[config.mk]
export PLATFORM = sky130hd
export DESIGN_NAME = instr_fetch_unit
export DESIGN_NICKNAME = d
export VERILOG_FILES = /design/src/rtl/instr_fetch_unit_pkg.sv /design/src/rtl/instr_fetch_unit_fifo.sv /design/src/rtl/instr_fetch_unit.sv
export SDC_FILE = /design/constraint.sdc
export NUM_CORES = 1
export LEC_CHECK = 0
export ABC_CLOCK_PERIOD_IN_PS = 6100
export BUFFER_PORTS_ARGS = -buffer_cell sky130_fd_sc_hd__buf_2
export CORE_AREA = 2 2 81 121
export CTS_CLUSTER_DIAMETER = 50
export DETAILED_ROUTE_END_ITERATION = 16
export DIE_AREA = 0 0 83 123
export GPL_TIMING_DRIVEN = 1
export PLACE_DENSITY = 0.8
export SYNTH_ARGS = -nofsm -noshare
export SYNTH_HDL_FRONTEND = slang
export SYNTH_SLANG_ARGS = --single-unit
[constraint.sdc]
create_clock -name clk -period 6.1 [get_ports clk]
set_clock_uncertainty 0.1 [all_clocks]
set_input_delay 0.305 -clock clk [delete_from_list [all_inputs] [get_ports clk]]
set_output_delay 0.305 -clock clk [all_outputs]
set_load 0.005 [all_outputs]
[src/rtl/instr_fetch_unit_pkg.sv]
// Shared types and defaults for the instruction fetch unit.
// Holds the FSM state encoding and the FIFO count width helper.
package instr_fetch_unit_pkg;

    typedef enum logic [1:0] {
        IDLE  = 2'd0,
        REQ   = 2'd1,
        DRAIN = 2'd2
    } fetch_state_t;

    localparam int          ADDR_W_DEF   = 16;
    localparam int          DATA_W_DEF   = 16;
    localparam int          DEPTH_DEF    = 2;
    localparam logic [15:0] RESET_PC_DEF = 16'h0000;

    function automatic int cnt_w(input int depth);
        return $clog2(depth) + 1;
    endfunction

endpackage

[src/rtl/instr_fetch_unit_fifo.sv]
// Prefetch FIFO: DEPTH entries of {pc, opcode} with sync flush.
// The head entry is a register read, so it is stable while not popped.
module instr_fetch_unit_fifo
    import instr_fetch_unit_pkg::*;
#(
    parameter  int DEPTH = DEPTH_DEF,
    parameter  int W     = 32,
    localparam int PW    = $clog2(DEPTH),
    localparam int CW    = cnt_w(DEPTH)
) (
    input  logic          clk,
    input  logic          rst,
    input  logic          flush,
    input  logic          push,
    input  logic [W-1:0]  din,
    input  logic          pop,
    output logic [W-1:0]  dout,
    output logic [CW-1:0] count
);

    logic [W-1:0]  mem [DEPTH];
    logic [PW-1:0] rd_ptr;
    logic [PW-1:0] wr_ptr;

    always_ff @(posedge clk or negedge rst) begin
        if (!rst) begin
            for (int i = 0; i < DEPTH; i++) begin
                mem[i] <= '0;
            end
            rd_ptr <= '0;
            wr_ptr <= '0;
            count  <= '0;
        end else if (flush) begin
            rd_ptr <= '0;
            wr_ptr <= '0;
            count  <= '0;
        end else begin
            if (push) begin
                mem[wr_ptr] <= din;
                wr_ptr      <= wr_ptr + PW'(1);
            end
            if (pop) begin
                rd_ptr <= rd_ptr + PW'(1);
            end
            if (push && !pop) begin
                count <= count + CW'(1);
            end else if (pop && !push) begin
                count <= count - CW'(1);
            end
        end
    end

    assign dout = mem[rd_ptr];

endmodule

[src/rtl/instr_fetch_unit.sv]
// Instruction fetch unit: req/ack program-memory master feeding a
// prefetch FIFO that hands opcodes to the controller via valid/ready.
module instr_fetch_unit
    import instr_fetch_unit_pkg::*;
#(
    parameter int                ADDR_W   = ADDR_W_DEF,
    parameter int                DATA_W   = DATA_W_DEF,
    parameter int                DEPTH    = DEPTH_DEF,
    parameter logic [ADDR_W-1:0] RESET_PC = ADDR_W'(RESET_PC_DEF)
) (
    input  logic              clk,
    input  logic              rst,
    output logic              mem_req,
    output logic [ADDR_W-1:0] mem_addr,
    input  logic              mem_ack,
    input  logic [DATA_W-1:0] mem_rdata,
    output logic              op_valid,
    input  logic              op_ready,
    output logic [DATA_W-1:0] opcode,
    output logic [ADDR_W-1:0] op_pc,
    input  logic              jump,
    input  logic [ADDR_W-1:0] jump_target
);

    localparam int CW = cnt_w(DEPTH);
    localparam int W  = ADDR_W + DATA_W;

    fetch_state_t      state;
    logic [ADDR_W-1:0] fetch_pc;
    logic [CW-1:0]     count;
    logic [W-1:0]      head;
    logic              push;
    logic              pop;

    // A redirect wins over both the pending push and the pop.
    assign push     = (state == REQ) && mem_ack && !jump;
    assign pop      = op_valid && op_ready && !jump;
    assign op_valid = (count != '0);
    assign op_pc    = head[W-1:DATA_W];
    assign opcode   = head[DATA_W-1:0];

    instr_fetch_unit_fifo #(
        .DEPTH (DEPTH),
        .W     (W)
    ) u_fifo (
        .clk   (clk),
        .rst   (rst),
        .flush (jump),
        .push  (push),
        .din   ({mem_addr, mem_rdata}),
        .pop   (pop),
        .dout  (head),
        .count (count)
    );

    always_ff @(posedge clk or negedge rst) begin
        if (!rst) begin
            state    <= IDLE;
            mem_req  <= 1'b0;
            mem_addr <= RESET_PC;
            fetch_pc <= RESET_PC;
        end else begin
            unique case (state)
                IDLE: begin
                    if (jump) begin
                        fetch_pc <= jump_target;
                    end else if (count < CW'(DEPTH)) begin
                        state    <= REQ;
                        mem_req  <= 1'b1;
                        mem_addr <= fetch_pc;
                    end
                end
                REQ: begin
                    if (mem_ack) begin
                        state    <= IDLE;
                        mem_req  <= 1'b0;
                        fetch_pc <= jump ? jump_target
                                         : fetch_pc + ADDR_W'(1);
                    end else if (jump) begin
                        state    <= DRAIN;
                        fetch_pc <= jump_target;
                    end
                end
                DRAIN: begin
                    if (jump) begin
                        fetch_pc <= jump_target;
                    end
                    if (mem_ack) begin
                        state   <= IDLE;
                        mem_req <= 1'b0;
                    end
                end
                default: begin
                    state   <= IDLE;
                    mem_req <= 1'b0;
                end
            endcase
        end
    end

endmodule

Yosys cells after proc, flatten, opt, wreduce, memory -nomap -nowiden
Cells that the tools add are included.

Register bits after elaboration: 103. Bits in latches: 0. Memory bits (writable): 0. ROM bits: 0. Input port bits: 37. Logic and storage cells: 77. Memories kept: 0.

Add/sub/neg operators: 5. Multipliers: 0. Div/mod/pow operators: 0. Magnitude comparators: 4. Eq/ne operators: 7. Shifts and indexed selects: 0. Muxes and demuxes: 27. Bitwise logic cells: 3. Reduce and logical (&&, ||, !) cells: 22.

Operator list (count): $mux W32 (4); $bwmux W64 (1); $mux W16 (3); $demux W32 S1 (1); $pmux W16 S2 (1); $add A16 B1 Y16 const B (1); $mux W2 (8); $reduce_bool A2 Y1 (4); $logic_and A1 B1 Y1 (7); $mux W1 (7); $ne A2 B2 Y1 const B (3); $pmux W2 S3 (1); $reduce_and A3 Y1 (2); $ge A2 B2 Y1 const B (2); $not A1 Y2 (2); $reduce_and A4 Y1 (1); $reduce_or A2 Y1 (2); $logic_not A1 Y1 (3); $ne A3 B3 Y1 const B (1); $reduce_bool A3 Y1 (1); $add A1 B1 Y1 const B (2); $add A2 B1 Y2 const B (1); $eq A2 B1 Y1 const B (1); $eq A2 B2 Y1 const B (1); other kinds (8) (8).

Longest topological paths before layout
Depth after elaboration: 8. Gate-level depth with buffers: 7. Depth with buffers taken out: 6.

Cells and area by module
Synthesis repeated with hierarchy kept, for this count alone.

Cells, all modules: 371. Area total of the unflattened synthesis: 4892.2 µm².

Modules (own cells, without submodules): instr_fetch_unit_fifo (times used 1, cells each 190, area an instance 2974.1 µm²); instr_fetch_unit (times used 1, cells each 181, area an instance 1918.1 µm²).

Worst setup path before layout
No wires, ideal clock.

Kind: reg-to-reg. Start point: reg state[0]. End point: reg fetch_pc[9]. Library setup time: 0.072 ns. Arrival time: 1.871 ns. Required time: 5.928 ns. Setup slack: 4.057 ns. Stages on the path, launching flop included: 8. Path buffers: 1. Path through: dfrtp_1 > inv_1 > ha_1 > or3b_1 > buf_6 > nor4_2 > mux2_2 > nor2_1.

Longest elaborated chain between the ends: 3. Elaborated cells on any way between the ends: 6. Classes of those cells: eq/ne: 2; mux: 1; reduce/logical: 3.

Ends and longest elaborated chain: start: declaration (line instr_fetch_unit.sv:28) `fetch_state_t state;`; start signal: assignment (line instr_fetch_unit.sv:58) `state <= IDLE;`; start signal: assignment (line instr_fetch_unit.sv:68) `state <= REQ;`; start signal: assignment (line instr_fetch_unit.sv:75) `state <= IDLE;`; $eq A2 B2 Y1 / $logic_not A2 Y1 (equally long branches) (line instr_fetch_unit.sv:63) `unique case (state)`; $reduce_or A2 Y1 (no source line); $pmux W16 S2 / $reduce_bool A2 Y1 (equally long branches); end signal: assignment (line instr_fetch_unit.sv:66) `fetch_pc <= jump_target;`; end signal: assignment (line instr_fetch_unit.sv:77) `fetch_pc <= jump ? jump_target`; end signal: assignment (line instr_fetch_unit.sv:81) `fetch_pc <= jump_target;`; end: declaration (line instr_fetch_unit.sv:29) `logic [ADDR_W-1:0] fetch_pc;`.

Parallel ways exist; a longest one is shown, timed or not. A chain may end at the register's enable or synchronous reset.

Worst setup path in the final report
Ends and elaborated chain as after synthesis.

==> results.json <==
{
  "antenna_found_initial": 0,
  "insertion_delay_ns": 0.34,
  "synth.avg_cell_area_um2": 12.91,
  "num_antenna_cells": 0,
  "synth_area_um2": 4932,
  "nFillCells": 732,
  "boundaryPins": 87,
  "area_delta_synth_final_pct": 15.83,
  "wl_mm": 10.05,
  "fin_crit_sh_pct": 38.19,
  "critPathArrivalTime_ns": 2.50,
  "setup_viol": 0,
  "track_usage_pct": 20.45,
  "yosysTopAreaCellShare_pct": 52.26,
  "ctsHoldBuffers": 1,
  "postCtsSetupBuffers": 0,
  "layout-drive-gt1-share_pct": 44.28,
  "rows": 43,
  "internal-power_uw": 1821,
  "synth.area.top_cells": "dfrtp_1 (52%), mux2_2 (21%), mux2_1 (5.3%), mux2i_1 (1.6%), ha_1 (1.5%)",
  "die_h_um": 123,
  "seqPwrFrac_pct": 44.6,
  "wire_per_inst_um": 17.47,
  "coreArea_um2": 9200,
  "ys.flop_type": "dfrtp_1",
  "period_needed_ns": 2.329,
  "worstPathRequired_ns": 6.27,
  "clock-root-buffer": "clkbuf_16",
  "drt_iter0_drc": 179,
  "synth.distinct_cells": 53,
  "relSlewSlack_pct": 47.97,
  "dp_hpwl_mm": 6.902,
  "first_pass_iters": 4,
  "ir_worst_vdd_v": 0.0002414,
  "io_buffers": 86,
  "switchingPower_uw": 844.0,
  "startpoint_type": "flop",
  "rsz0062_at_grt": "no",
  "grt_overflow_total": 0,
  "crit_type": "flop to flop",
  "cts_resized": 0,
  "grt_pass1_wl_mm": 16.77,
  "yosysSeqAreaShare_pct": 52.26,
  "cts_sinks": 103,
  "pwr-share-clk_pct": 20.9,
  "swShare_pct": 31.67,
  "clock.fmax_mhz": 429.3,
  "p_leak_uw": 0.002625,
  "hold_slack_ns": 0.09410,
  "vias_per_cell": 5.819,
  "grt_pass1_vias": 3431,
  "vias": 3346,
  "syn_nets": 425,
  "maxCapViolCount": 0,
  "die_w_um": 83,
  "die-area_um2": 10210,
  "place.gp.congestion": 0.8637,
  "min_path_type": "primary input to flop",
  "fin_nets": 503,
  "ant_nets": 0,
  "hold_viol": 0,
  "status": "completed",
  "htreeDepth": 3,
  "async_reset_ff_share_pct": 100.0,
  "syn_inst": 382,
  "grt_max_degree": 62,
  "end_kind": "flop",
  "path_clk_slew_ns": 0.07,
  "worstMarginPinSlew_ns": 0.7805,
  "drc": 0,
  "tritoncts": "yes",
  "fin_tns_setup_ns": 0,
  "cellPowerDensity_nw_per_um2": 466.6,
  "finalMaxSlewViolations": 0,
  "synth_edf_count": 0,
  "ys_ff_latch": 103,
  "start_util_pct": 53.61,
  "cts_buffers": 9,
  "post-route-util_pct": 62.10,
  "clock_path_buffers": 2,
  "combPwrFrac_pct": 34.6,
  "crit_fanout": 9,
  "synth.yosys.warnings": 0,
  "synth.largest_area_cell": "dfrtp_1"
}
==> stage by stage <==
step                setup WS [ns]  cells  power (uW)  cell area (um^2)
floorplan                   4.057    382        1779              4932
global placement            3.928    560        2067              5423
detailed placement          3.840    560        2129              5423
CTS                         3.783    575        2698              5713
global route                3.628    575        2844              5713
finish                      3.771    575        2665              5713
==> cells in the mapped netlist, types with 6 or more instances <==
master	n
mux2_2	92
mux2_1	23
nor3_1	9
a22oi_1	7
o22ai_1	6
nand4_1	7
mux2i_1	8
inv_1	7
nor2_1	12
buf_2	8
a21oi_1	10
nand2_1	12
clkbuf_1	12
ha_1	6
dfrtp_1	103
==> power by group through the flow <==
stage / sequential, uW / clock, uW / combinational (uW)
after CTS: 1190 / 571 / 938
after global placement: 1170 / 0 / 896
after detailed placement: 1200 / 0 / 929
final: 1190 / 556 / 922
after floorplan: 1120 / 0 / 655
after global routing: 1230 / 596 / 1020
==> state kept, by name, summed over array words and instances (netlist names) <==
signal         cells
fetch_pc          16
state              2
u_fifo.rd_ptr      1
u_fifo.mem        64
mem_req            1
u_fifo.wr_ptr      1
mem_addr          16
u_fifo.count       2
==> worst paths after layout <==
path | endpoint | slack (ns) | from | cells past startpoint
max | fetch_pc[9] | 3.77 | state[0] | 6
min | u_fifo.mem[8] | 0.09 | mem_rdata[8] | 2
max reg2reg | fetch_pc[9] | 3.77 | state[0] | 6
min reg2reg | u_fifo.mem[33] | 0.39 | u_fifo.mem[33] | 1
max in group asynchronous | u_fifo.mem[31] | 4.35 | rst | 3
min in group asynchronous | u_fifo.mem[37] | 0.40 | rst | 2
==> cell usage in the layout (no fill, tap or decap), types with 2 or more instances in the layout <==
cell type  Yosys  layout
dfrtp_1      103     103
mux2_2        92      92
buf_2          8      85
mux2_1        23      23
nand2_1       12      12
nor2_1        12      12
a21oi_1       10      10
nor3_1         9       9
clkbuf_16      0       9
mux2i_1        8       8
inv_1          7       7
nand4_1        7       7
a22oi_1        7       7
o22ai_1        6       6
ha_1           6       6
nor2b_1        5       5
and3_1         5       5
buf_4          1       5
o21ai_0        4       4
nand3_1        4       4
o21ai_1        3       3
clkbuf_1      12       3
or2_2          2       2
nor4_2         2       2
nor3b_1        2       2
nor4_4         2       2
nand2b_1       2       2
xor2_1         2       2
==> cell type report <==
type	instances	area [um^2]	share of cell area (%)
Sequential cell	103	2577	45.12
Multi-Input combinational cell	247	2212	38.72
Timing Repair Buffer	91	473.0	8.279
Clock buffer	13	250.2	4.380
Tap cell	112	140.1	2.453
Clock inverter	1	30.03	0.5256
Inverter	8	30.03	0.5256
==> cells by family after synthesis <==
| group | count (synthesis) | share of synthesized area [%] |
|---|---|---|
| DFF | 103 | 52.26 |
| buffers and inverters | 32 | 2.892 |
| muxes | 123 | 27.88 |
| AOI/OAI and AO/OA | 40 | 5.404 |
| xor gates and xnor gates | 3 | 0.5328 |
| and+or+nand+nor | 75 | 9.513 |
| adders and majority gates | 6 | 1.522 |
==> critical path, stage by stage (launching register included) <==
cell	delay (ns)
dfrtp_1	0.41
inv_1	0.10
ha_1	0.26
or3b_1	0.56
nor4_2	0.36
mux2_2	0.37
nor2_1	0.10
==> per-layer routing <==
layer / vias to the layer above / wire length [um] / track usage [%]
li1: 1545 / - / -
met1: 1692 / 4053 / 25.11
met2: 99 / 5380 / 35.58
met3: 10 / 450 / 3.738
met4: 0 / 163 / 8.709
met5: - / 0 / 0
No activity file was read; power rests on OpenSTA's default activity.
